[config.mk]
export PLATFORM = sky130hd
export DESIGN_NAME = load_buffer
export DESIGN_NICKNAME = d
export VERILOG_FILES = /design/src/rtl/load_buffer_pkg.sv /design/src/rtl/load_buffer_extend.sv /design/src/rtl/load_buffer.sv
export SDC_FILE = /design/constraint.sdc
export NUM_CORES = 1
export LEC_CHECK = 0
export ABC_AREA = 1
export BUFFER_PORTS_ARGS = -buffer_cell sky130_fd_sc_hd__buf_4
export CAP_MARGIN = 40
export CORE_MARGIN = 4
export CORE_UTILIZATION = 55
export CTS_BUF_LIST = sky130_fd_sc_hd__clkbuf_16
export DETAILED_ROUTE_END_ITERATION = 8
export PLACE_DENSITY = 0.75
export SYNTH_ARGS = -nofsm -noshare
export SYNTH_HDL_FRONTEND = slang
export SYNTH_SLANG_ARGS = --single-unit
export TNS_END_PERCENT = 20
[constraint.sdc]
create_clock -name clk_in -period 10.9 [get_ports clk_in]
set_input_delay 0 -clock clk_in [delete_from_list [all_inputs] [get_ports clk_in]]
set_output_delay 0 -clock clk_in [all_outputs]
set_load 0.05 [all_outputs]
[src/rtl/load_buffer_pkg.sv]
// Shared constants, types and helpers for the load buffer and its extension unit.
package load_buffer_pkg;

    localparam int INSTRUCTION_WIDTH = 32;
    localparam int ROB_WIDTH         = 4;
    localparam int INST_TYPE_WIDTH   = 3;

    localparam logic [INST_TYPE_WIDTH-1:0] INST_LB  = 3'd0;
    localparam logic [INST_TYPE_WIDTH-1:0] INST_LH  = 3'd1;
    localparam logic [INST_TYPE_WIDTH-1:0] INST_LW  = 3'd2;
    localparam logic [INST_TYPE_WIDTH-1:0] INST_LBU = 3'd3;
    localparam logic [INST_TYPE_WIDTH-1:0] INST_LHU = 3'd4;

    localparam logic [1:0] MEM_LEN_B  = 2'd0;
    localparam logic [1:0] MEM_LEN_H  = 2'd1;
    localparam logic [1:0] MEM_LEN_W  = 2'd2;
    localparam logic [1:0] IO_ADDR_HI = 2'b11;

    typedef enum logic [1:0] {
        ST_IDLE  = 2'd0,
        ST_WAIT  = 2'd1,
        ST_DRAIN = 2'd2
    } lb_state_t;

    // Access width requested from the memory controller for a load type.
    function automatic logic [1:0] mem_len(input logic [INST_TYPE_WIDTH-1:0] inst_type);
        case (inst_type)
            INST_LB, INST_LBU: mem_len = MEM_LEN_B;
            INST_LH, INST_LHU: mem_len = MEM_LEN_H;
            default:           mem_len = MEM_LEN_W;
        endcase
    endfunction

endpackage

[src/rtl/load_buffer_extend.sv]
// Combinational sign/zero extension of LSB-aligned load data; also usable by store forwarding.
module load_extend
    import load_buffer_pkg::*;
(
    input  logic [INST_TYPE_WIDTH-1:0] inst_type,
    input  logic [31:0]                raw,
    output logic [31:0]                value
);

    // Select extension by load type; words pass straight through.
    always_comb begin
        value = raw;
        case (inst_type)
            INST_LB:  value = {{24{raw[7]}}, raw[7:0]};
            INST_LBU: value = {24'd0, raw[7:0]};
            INST_LH:  value = {{16{raw[15]}}, raw[15:0]};
            INST_LHU: value = {16'd0, raw[15:0]};
            default:  value = raw;
        endcase
    end

endmodule

[src/rtl/load_buffer.sv]
// In-order load buffer: queues issued loads, sends them one at a time to the
// memory controller and broadcasts the extended result on the CDB.
//
// state    | meaning
// ST_IDLE  | no read outstanding; head may issue when ordering allows
// ST_WAIT  | read for head outstanding; result goes to the CDB
// ST_DRAIN | read outstanding for a flushed load; result is discarded
module load_buffer
    import load_buffer_pkg::*;
#(
    parameter int DEPTH    = 8,
    parameter int PTR_W    = 3,
    parameter int IO_GUARD = 1
) (
    input  logic                       clk_in,
    input  logic                       rst_in,
    input  logic                       rdy_in,
    input  logic                       addressUnit_en_in,
    input  logic [31:0]                addressUnit_addr_in,
    input  logic [ROB_WIDTH-1:0]       addressUnit_dest_in,
    input  logic [INST_TYPE_WIDTH-1:0] addressUnit_inst_type_in,
    output logic                       lsqueue_rdy_out,
    input  logic                       rob_flush_in,
    input  logic [ROB_WIDTH-1:0]       rob_head_in,
    input  logic                       rob_store_pending_in,
    output logic                       memctrl_en_out,
    output logic [31:0]                memctrl_addr_out,
    output logic [1:0]                 memctrl_len_out,
    input  logic                       memctrl_done_in,
    input  logic [31:0]                memctrl_data_in,
    output logic                       cdb_en_out,
    output logic [ROB_WIDTH-1:0]       cdb_dest_out,
    output logic [31:0]                cdb_value_out
);

    // Two slots of headroom cover loads already in the LSQueue -> address unit pipe.
    localparam logic [PTR_W:0]   CNT_FULL    = (PTR_W+1)'(DEPTH);
    localparam logic [PTR_W:0]   CNT_RDY_MAX = (PTR_W+1)'(DEPTH-3);
    localparam logic [PTR_W:0]   CNT_ONE     = (PTR_W+1)'(1);
    localparam logic [PTR_W-1:0] PTR_ONE     = PTR_W'(1);

    logic [31:0]                addr_q [DEPTH];
    logic [ROB_WIDTH-1:0]       dest_q [DEPTH];
    logic [INST_TYPE_WIDTH-1:0] type_q [DEPTH];

    logic [PTR_W-1:0] head, tail;
    logic [PTR_W:0]   count;
    lb_state_t        state, state_nxt;

    logic full, at_rob_head, is_io, issue_ok;
    logic do_enq, do_pop, do_issue;
    logic [31:0] ext_value;

    load_extend u_extend (
        .inst_type (type_q[head]),
        .raw       (memctrl_data_in),
        .value     (ext_value)
    );

    assign lsqueue_rdy_out = (count <= CNT_RDY_MAX);

    // Ordering checks for the head entry and enqueue acceptance.
    always_comb begin
        full        = (count == CNT_FULL);
        at_rob_head = (dest_q[head] == rob_head_in);
        is_io       = (addr_q[head][17:16] == IO_ADDR_HI);
        issue_ok    = (count != '0)
                    && (at_rob_head || !rob_store_pending_in)
                    && (!((IO_GUARD != 0) && is_io) || at_rob_head);
        do_enq      = addressUnit_en_in && !rob_flush_in && !full;
    end

    // Next-state and issue/pop decisions.
    always_comb begin
        state_nxt = state;
        do_issue  = 1'b0;
        do_pop    = 1'b0;
        case (state)
            ST_IDLE: begin
                if (!rob_flush_in && issue_ok) begin
                    do_issue  = 1'b1;
                    state_nxt = ST_WAIT;
                end
            end
            ST_WAIT: begin
                // A read that completes in the flush cycle is simply dropped.
                if (rob_flush_in) begin
                    state_nxt = memctrl_done_in ? ST_IDLE : ST_DRAIN;
                end else if (memctrl_done_in) begin
                    do_pop    = 1'b1;
                    state_nxt = ST_IDLE;
                end
            end
            ST_DRAIN: begin
                if (memctrl_done_in) state_nxt = ST_IDLE;
            end
            default: state_nxt = ST_IDLE;
        endcase
    end

    // State, pointers, occupancy and registered pulse/data outputs.
    always_ff @(posedge clk_in or posedge rst_in) begin
        if (rst_in) begin
            state            <= ST_IDLE;
            head             <= '0;
            tail             <= '0;
            count            <= '0;
            memctrl_en_out   <= 1'b0;
            memctrl_addr_out <= '0;
            memctrl_len_out  <= '0;
            cdb_en_out       <= 1'b0;
            cdb_dest_out     <= '0;
            cdb_value_out    <= '0;
        end else if (rdy_in) begin
            state          <= state_nxt;
            memctrl_en_out <= do_issue;
            cdb_en_out     <= do_pop;
            if (do_issue) begin
                memctrl_addr_out <= addr_q[head];
                memctrl_len_out  <= mem_len(type_q[head]);
            end
            if (do_pop) begin
                cdb_dest_out  <= dest_q[head];
                cdb_value_out <= ext_value;
            end
            if (rob_flush_in) begin
                head  <= '0;
                tail  <= '0;
                count <= '0;
            end else begin
                if (do_enq) tail <= tail + PTR_ONE;
                if (do_pop) head <= head + PTR_ONE;
                case ({do_enq, do_pop})
                    2'b10:   count <= count + CNT_ONE;
                    2'b01:   count <= count - CNT_ONE;
                    default: count <= count;
                endcase
            end
        end
    end

    // Entry storage; contents are qualified by head/tail/count so no reset is needed.
    always_ff @(posedge clk_in) begin
        if (rdy_in && do_enq) begin
            addr_q[tail] <= addressUnit_addr_in;
            dest_q[tail] <= addressUnit_dest_in;
            type_q[tail] <= addressUnit_inst_type_in;
        end
    end

    a_no_overflow: assert property (@(posedge clk_in) disable iff (rst_in)
        !(rdy_in && addressUnit_en_in && !rob_flush_in && full));

endmodule

==> out/results.tsv, run 1 <==
metric	value	unit
FP Rows	62	
H-tree depth	2	
EDFF count, synth	312	
synthesized area	0.0160	sq mm
core outline area	0.0287	sq mm
sequential share of power	0.421	
Required @ worst endpoint	11300	ps
synthesis-to-layout area growth	22.0	%
CP Capture Type	flop	
Distinct cells, synth	33	
Psw	1.66	mW
number of global-route vias before repair	11100	
Die Width	179	um
CP max FO	79	
Internal	2.90	mW
wire length per cell	19.8	um
die footprint	0.0319	sq mm
Max IR drop VDD	215	uV
Clock Power Share	0.271	
vias per cell	5.68	
io pins	155	
CTS root buf	clkbuf_16	
Hold Fails Final Rpt	0	
grt ovf	0	
Warnings, synthesis	0	
fmax	0.206	GHz
Initial Utilization	0.558	
Final Non-Filler Cells	1979	
Post-Place Cell Area	0.0176	sq mm
CTS tree	built	
placed cell count	1825	
pwr/cell area	233	mW/mm^2
largest net degree at the start of global routing	80	
clk buf depth	3	
P_leak	7.99	nW
Rel. slew slack	0.459	
initial antenna violation count	1	
max-cap viol count	0	
Setup Skew	15.0	ps
RSZ-0062 raised after global routing	no	
CP startpoint kind	flop	
Sink Count	396	
syn_nets	1432	
dpl hpwl	21400	um
Synth area leaders	edfxtp_1 58%, dfrtp_1 13%, nand2_1 7.6%	
via count	11200	
NumNets Final	1650	
critical path type	reg2reg	
worst slew pin tran	811	ps
setup violators final	0	
DRC viols	0	
routed wire length	39300	um
First-pass DRT Iterations	5	
hold crit path type	in2reg	
Seq/Total Area, Yosys	0.716	
number of buffers created by CTS	40	
first-pass GRT wire length	60300	um
Synth async-reset ratio	0.212	
top cells by count, synth	324 x nand2_1, 312 x edfxtp_1, 134 x a21oi_1	
count leader, synth	nand2_1	
max-slew violation count	0	
final instance area	0.0195	sq mm
Sw Share	0.364	
Final TNS setup	0	ps
post-route minimum period	4850	ps
Yosys top cell area share	0.585	
post-synth top area cell	edfxtp_1	
Worst EP arrival	5240	ps
Logic pwr share	0.309	
# port buffers	154	
Placer Congestion	0.771	
All-Layer GR Usage	0.245	
outcome	finished, final reports clean	
Clk pin slew, worst setup/hold paths	60	ps
DR iter-0 viols	909	
post-route ant nets	0	
dominant synthesized flop cell	edfxtp_1	
Mapped Cells	1345	
Avg Cell Area, Syn	11.9	sq um
register bit total from synthesis	396	
Die H	179	um
Worst-Skew Late Latency	530	ps
Core Util, Final	0.681	
crit share post-route	0.445	
ratio of cells with drive above 1 in the final layout	0.173	
==> layout make-up <==
class / instances / area, sq um
flip-flops and latches: 396 / 11500
fillers: 2041 / 9170
multi-input cells: 804 / 3970
repair buffers: 255 / 2170
clock buffers: 40 / 1000
well taps: 384 / 480
inverters: 66 / 251
clock inverters: 33 / 179
diodes: 1 / 2.50
==> critical path: stages, from the launching register on <==
cell           delay (ps)
dfrtp_4               710
inv_4                 670
buf_4                 750
nor2_1                 90
o22ai_1               240
nand2_1                80
nand2_1               100
nand2_1                60
nand2_1               110
nand2_4               310
nand2_1               210
nand2_1                90
nand2_1                60
dlygate4sd3_1         540
nand2_1                50
dlygate4sd3_1         560
==> registers in the layout, indices dropped and copies added, names as in the netlist <==
signal / cells
cdb_dest_out: 4
count: 4
memctrl_len_out: 2
type_q: 24
cdb_en_out: 1
dest_q: 32
addr_q: 256
memctrl_en_out: 1
tail: 3
memctrl_addr_out: 32
head: 3
cdb_value_out: 32
state: 2
==> worst paths after layout <==
path,depth (start not counted),endpoint,slack [ps],from
worst max-delay path,15,state[1],6050,head[0]
worst min-delay path,4,cdb_value_out[2],240,memctrl_data_in[2]
worst max register to register,15,state[1],6050,head[0]
worst min register to register,2,memctrl_addr_out[14],470,memctrl_addr_out[14]
max in group asynchronous,6,head[0],9450,rst_in
min in group asynchronous,4,cdb_value_out[23],520,rst_in
==> power groups by stage <==
stage | sequential [mW] | clock, mW | combinational, mW
after floorplan | 2.35 | 0 | 0.536
after global placement | 1.94 | 0 | 1.33
after detailed placement | 1.94 | 0 | 1.37
after CTS | 1.91 | 1.25 | 1.40
after global routing | 1.93 | 1.32 | 1.51
final | 1.92 | 1.23 | 1.41
==> per-layer routing <==
layer | track usage | vias to the layer above | wire [um]
met3 | 0.0439 | 54 | 3240
met2 | 0.414 | 491 | 19300
met1 | 0.332 | 5481 | 15900
met5 | 0 | - | 0
li1 | - | 5213 | -
met4 | 0.0694 | 0 | 772
==> cell usage in the layout, fill, tap and decap left out, drive strengths merged, types with 2 or more instances in the layout <==
cell | Yosys | final
nand4 | 34 | 34
dlygate4sd3 | 0 | 80
buf | 46 | 175
xnor2 | 2 | 2
edfxtp | 312 | 312
o21ai | 62 | 62
a221oi | 60 | 60
a21oi | 134 | 134
nand3 | 33 | 33
nor3 | 4 | 4
dfrtp | 84 | 84
nor2 | 104 | 104
o22ai | 5 | 5
or2 | 30 | 30
clkbuf | 33 | 40
nand3b | 3 | 3
clkinv | 2 | 18
ha | 4 | 4
nand2 | 325 | 325
inv | 64 | 79
==> through the flow <==
step | setup WS (ps) | power, mW | hold WS [ps]
3_3_place_gp | 7030 | 3.28 | -69.0
4_1_cts | 6120 | 4.57 | 217
2_1_floorplan | 6760 | 2.88 | 98.9
3_5_place_dp | 6870 | 3.32 | -63.1
6_report | 6050 | 4.56 | 241
5_1_grt | 5700 | 4.76 | 246
==> cell families after synthesis <==
group / count (synthesis) / share of synthesized area
buffers and inverters: 145 / 0.0403
AO/OA/AOI/OAI: 263 / 0.0977
XOR/XNOR: 3 / 0.00164
adder cells (fa/ha/maj): 5 / 0.00437
AND/OR/NAND/NOR: 533 / 0.140
flip-flops: 396 / 0.716
==> what timing repair did <==
| item | CTS | global route |
|---|---|---|
| gates resized for setup | 0 | 0 |
| buffers inserted | 0 | 0 |
| endpoints found under the setup margin | 0 | 0 |
| hold buffers | 80 | 0 |
| endpoints found under the hold margin | 391 | 0 |
Power figures use the tool's default switching activity.
==> run 2, diff against run 1 <==
--- a/config.mk
+++ b/config.mk
@@ -9,7 +9,7 @@
 export BUFFER_PORTS_ARGS = -buffer_cell sky130_fd_sc_hd__buf_4
 export CAP_MARGIN = 40
 export CORE_MARGIN = 4
-export CORE_UTILIZATION = 55
+export CORE_UTILIZATION = 53
 export CTS_BUF_LIST = sky130_fd_sc_hd__clkbuf_16
 export DETAILED_ROUTE_END_ITERATION = 8
 export PLACE_DENSITY = 0.75
==> constraint.sdc (replaced) <==
create_clock -name clk_in -period 3.9 [get_ports clk_in]
set_input_delay 0 -clock clk_in [delete_from_list [all_inputs] [get_ports clk_in]]
set_output_delay 0 -clock clk_in [all_outputs]
set_load 0.05 [all_outputs]
==> run 2 against run 1 <==
Sequential power increased to 2.8 times the previous value. Flip-flop and latch count unchanged. Non-clock buffer count up 4. Design area is 0.97% higher. Critical endpoint unchanged. First-iteration DRC count increased by 28%.
==> out/results.tsv, run 2 (synthesis gave the netlist of run 1 again) <==
metric	value	unit	change
max-cap viol count	0		unchanged
placed cell count	1836		+0.60%
core outline area	0.0297	sq mm	+3.5%
Clk pin slew, worst setup/hold paths	60	ps	about the same
Final Non-Filler Cells	1992		+0.66%
Sw Share	0.360		-0.00394
Psw	4.68	mW	+180%
dpl hpwl	21800	um	+2.1%
# port buffers	154		unchanged
First-pass DRT Iterations	5		unchanged
Logic pwr share	0.310		about the same
sequential share of power	0.407		-0.014
pwr/cell area	659	mW/mm^2	+180%
CP Capture Type	flop		
initial antenna violation count	0		-1
Final WS setup	262	ps	-5790 ps
CP dominant cell by count	nand2_1		
post-route minimum period	3640	ps	-1210 ps
max-slew violation count	0		unchanged
Die Width	182	um	+1.8%
crit path cell chain	inv_8 > buf_6 > o21ai_0 > o22ai_1 > nand2_1 > nand2_1 > nand2_1 > nand2_1 > nand2_4 > nand2_1 > nand2_1 > nand2_1 > dlygate4sd3_1 > nand2_1 > dlygate4sd3_1		
outcome	finished, final reports clean		
Required @ worst endpoint	4310	ps	-6990 ps
slowest cell on the critical path	dfrtp_4		
Hold Fails Final Rpt	0		unchanged
CTS root buf	clkbuf_16		
All-Layer GR Usage	0.237		-0.00780
vias per cell	5.72		+0.66%
Crit path max-delay family	buffers and inverters		
grt ovf	0		unchanged
number of buffers created by CTS	42		+5.0%
RSZ-0062 raised after global routing	no		
first-pass GRT wire length	62400	um	+3.4%
largest net degree at the start of global routing	162		+100%
Clock Power Share	0.283		+0.012
Fin Hold WS	24.0	ps	-217 ps
pre-CTS WS	853	ps	-6010 ps
ratio of cells with drive above 1 in the final layout	0.180		+0.00725
NumNets Final	1656		+0.36%
Placer Congestion	0.807		+4.7%
Setup Skew	14.8	ps	-0.146 ps
Die H	182	um	+1.8%
synthesis-to-layout area growth	23.2	%	
largest reg by FF count	addr_q		
Rel. slew slack	0.507		+0.0475
P_leak	8.05	nW	+0.76%
clk buf depth	3		unchanged
DR iter-0 viols	1161		+28%
Bufs and invs on worst path	4		unchanged
H-tree depth	2		unchanged
routed wire length	39800	um	+1.4%
Crit path largest cell delay	560	ps	-190 ps
setup violators final	0		unchanged
Sink Count	396		unchanged
Core Util, Final	0.664		-0.0169
worst slew pin tran	738	ps	-73.0 ps
post-route ant nets	0		unchanged
critical path type	reg2reg		
Worst EP arrival	4040	ps	-1200 ps
Max IR drop VDD	582	uV	+170%
Internal	8.32	mW	+190%
Worst-Skew Late Latency	540	ps	about the same
wire length per cell	20.0	um	+0.76%
Initial Utilization	0.539		-0.0191
crit share post-route	0.933		+0.488
DRC viols	0		unchanged
die footprint	0.0331	sq mm	+3.6%
Power Total	13.0	mW	+190%
via count	11400		+1.3%
CTS tree	built		
diode count	0		-1
CP startpoint kind	flop		
FP Rows	63		+1.6%
max reg flops	256		unchanged
number of global-route vias before repair	11300		+2.1%
fmax	0.275	GHz	+33%
hold crit path type	in2reg		
most frequent cells in the layout	324 x nand2_1, 312 x edfxtp_1, 173 x buf_4, 134 x a21oi_1, 96 x nor2_1		
io pins	155		unchanged
CP max FO	60		-24%
commonest non-fill, non-tap cell in the layout	nand2_1		
run 2: final timing paths:
check                                     start                   end  slack [ps]  cells past startpoint
setup / recovery                        head[0]              state[1]         260                     15
setup reg to reg                        head[0]              state[1]         260                     15
hold reg to reg            memctrl_addr_out[24]  memctrl_addr_out[24]         470                      2
min in group asynchronous                rst_in     cdb_value_out[25]          50                      3
hold / removal                addressUnit_en_in               tail[2]          20                      5
max in group asynchronous                rst_in      cdb_value_out[1]        2760                      5
run 2: what timing repair did:
action,CTS,global route
setup buffers,0,0
hold buffers,78,0
hold endpoints to repair,408,0
resized for setup,0,4
endpoints found under the setup margin,0,1
run 2: layout make-up:
| cell class | count | area [sq um] |
|---|---|---|
| clock inverters | 34 | 208 |
| multi-input cells | 804 | 3980 |
| well taps | 390 | 488 |
| flip-flops and latches | 396 | 11500 |
| fillers | 2040 | 9990 |
| repair buffers | 259 | 2240 |
| clock buffers | 43 | 1080 |
| inverters | 66 | 256 |
run 2: power groups by stage:
stage	Combinational, mW	Clock [mW]	Sequential [mW]
2_1_floorplan	1.50	0	6.56
3_3_place_gp	3.82	0	5.35
3_5_place_dp	3.91	0	5.35
4_1_cts	3.98	3.73	5.28
5_1_grt	4.32	3.94	5.34
6_report	4.03	3.68	5.29
run 2: per-stage QoR:
step | setup TNS (ps) | instance area, sq um
finish | 0 | 19700
global route | 0 | 19700
CTS | 0 | 19700
detailed placement | 0 | 17600
global placement | 0 | 17600
floorplan | -8990 | 16000
run 2: per-layer routing:
layer,up-vias,GRT usage,routed length (um)
li1,5232,-,-
met1,5476,0.329,16300
met2,612,0.382,18800
met3,67,0.0503,3920
met4,0,0.0742,787
met5,-,0,0
run 2: worst reg2reg max path, cell delays in order, from the launching register on:
cell and delay (ps):
dfrtp_4 560, inv_8 290, buf_6 370, o21ai_0 150, o22ai_1 140, nand2_1 80, nand2_1 120, nand2_1 60
nand2_1 100, nand2_4 180, nand2_1 150, nand2_1 70, nand2_1 70, dlygate4sd3_1 560, nand2_1 60, dlygate4sd3_1 560
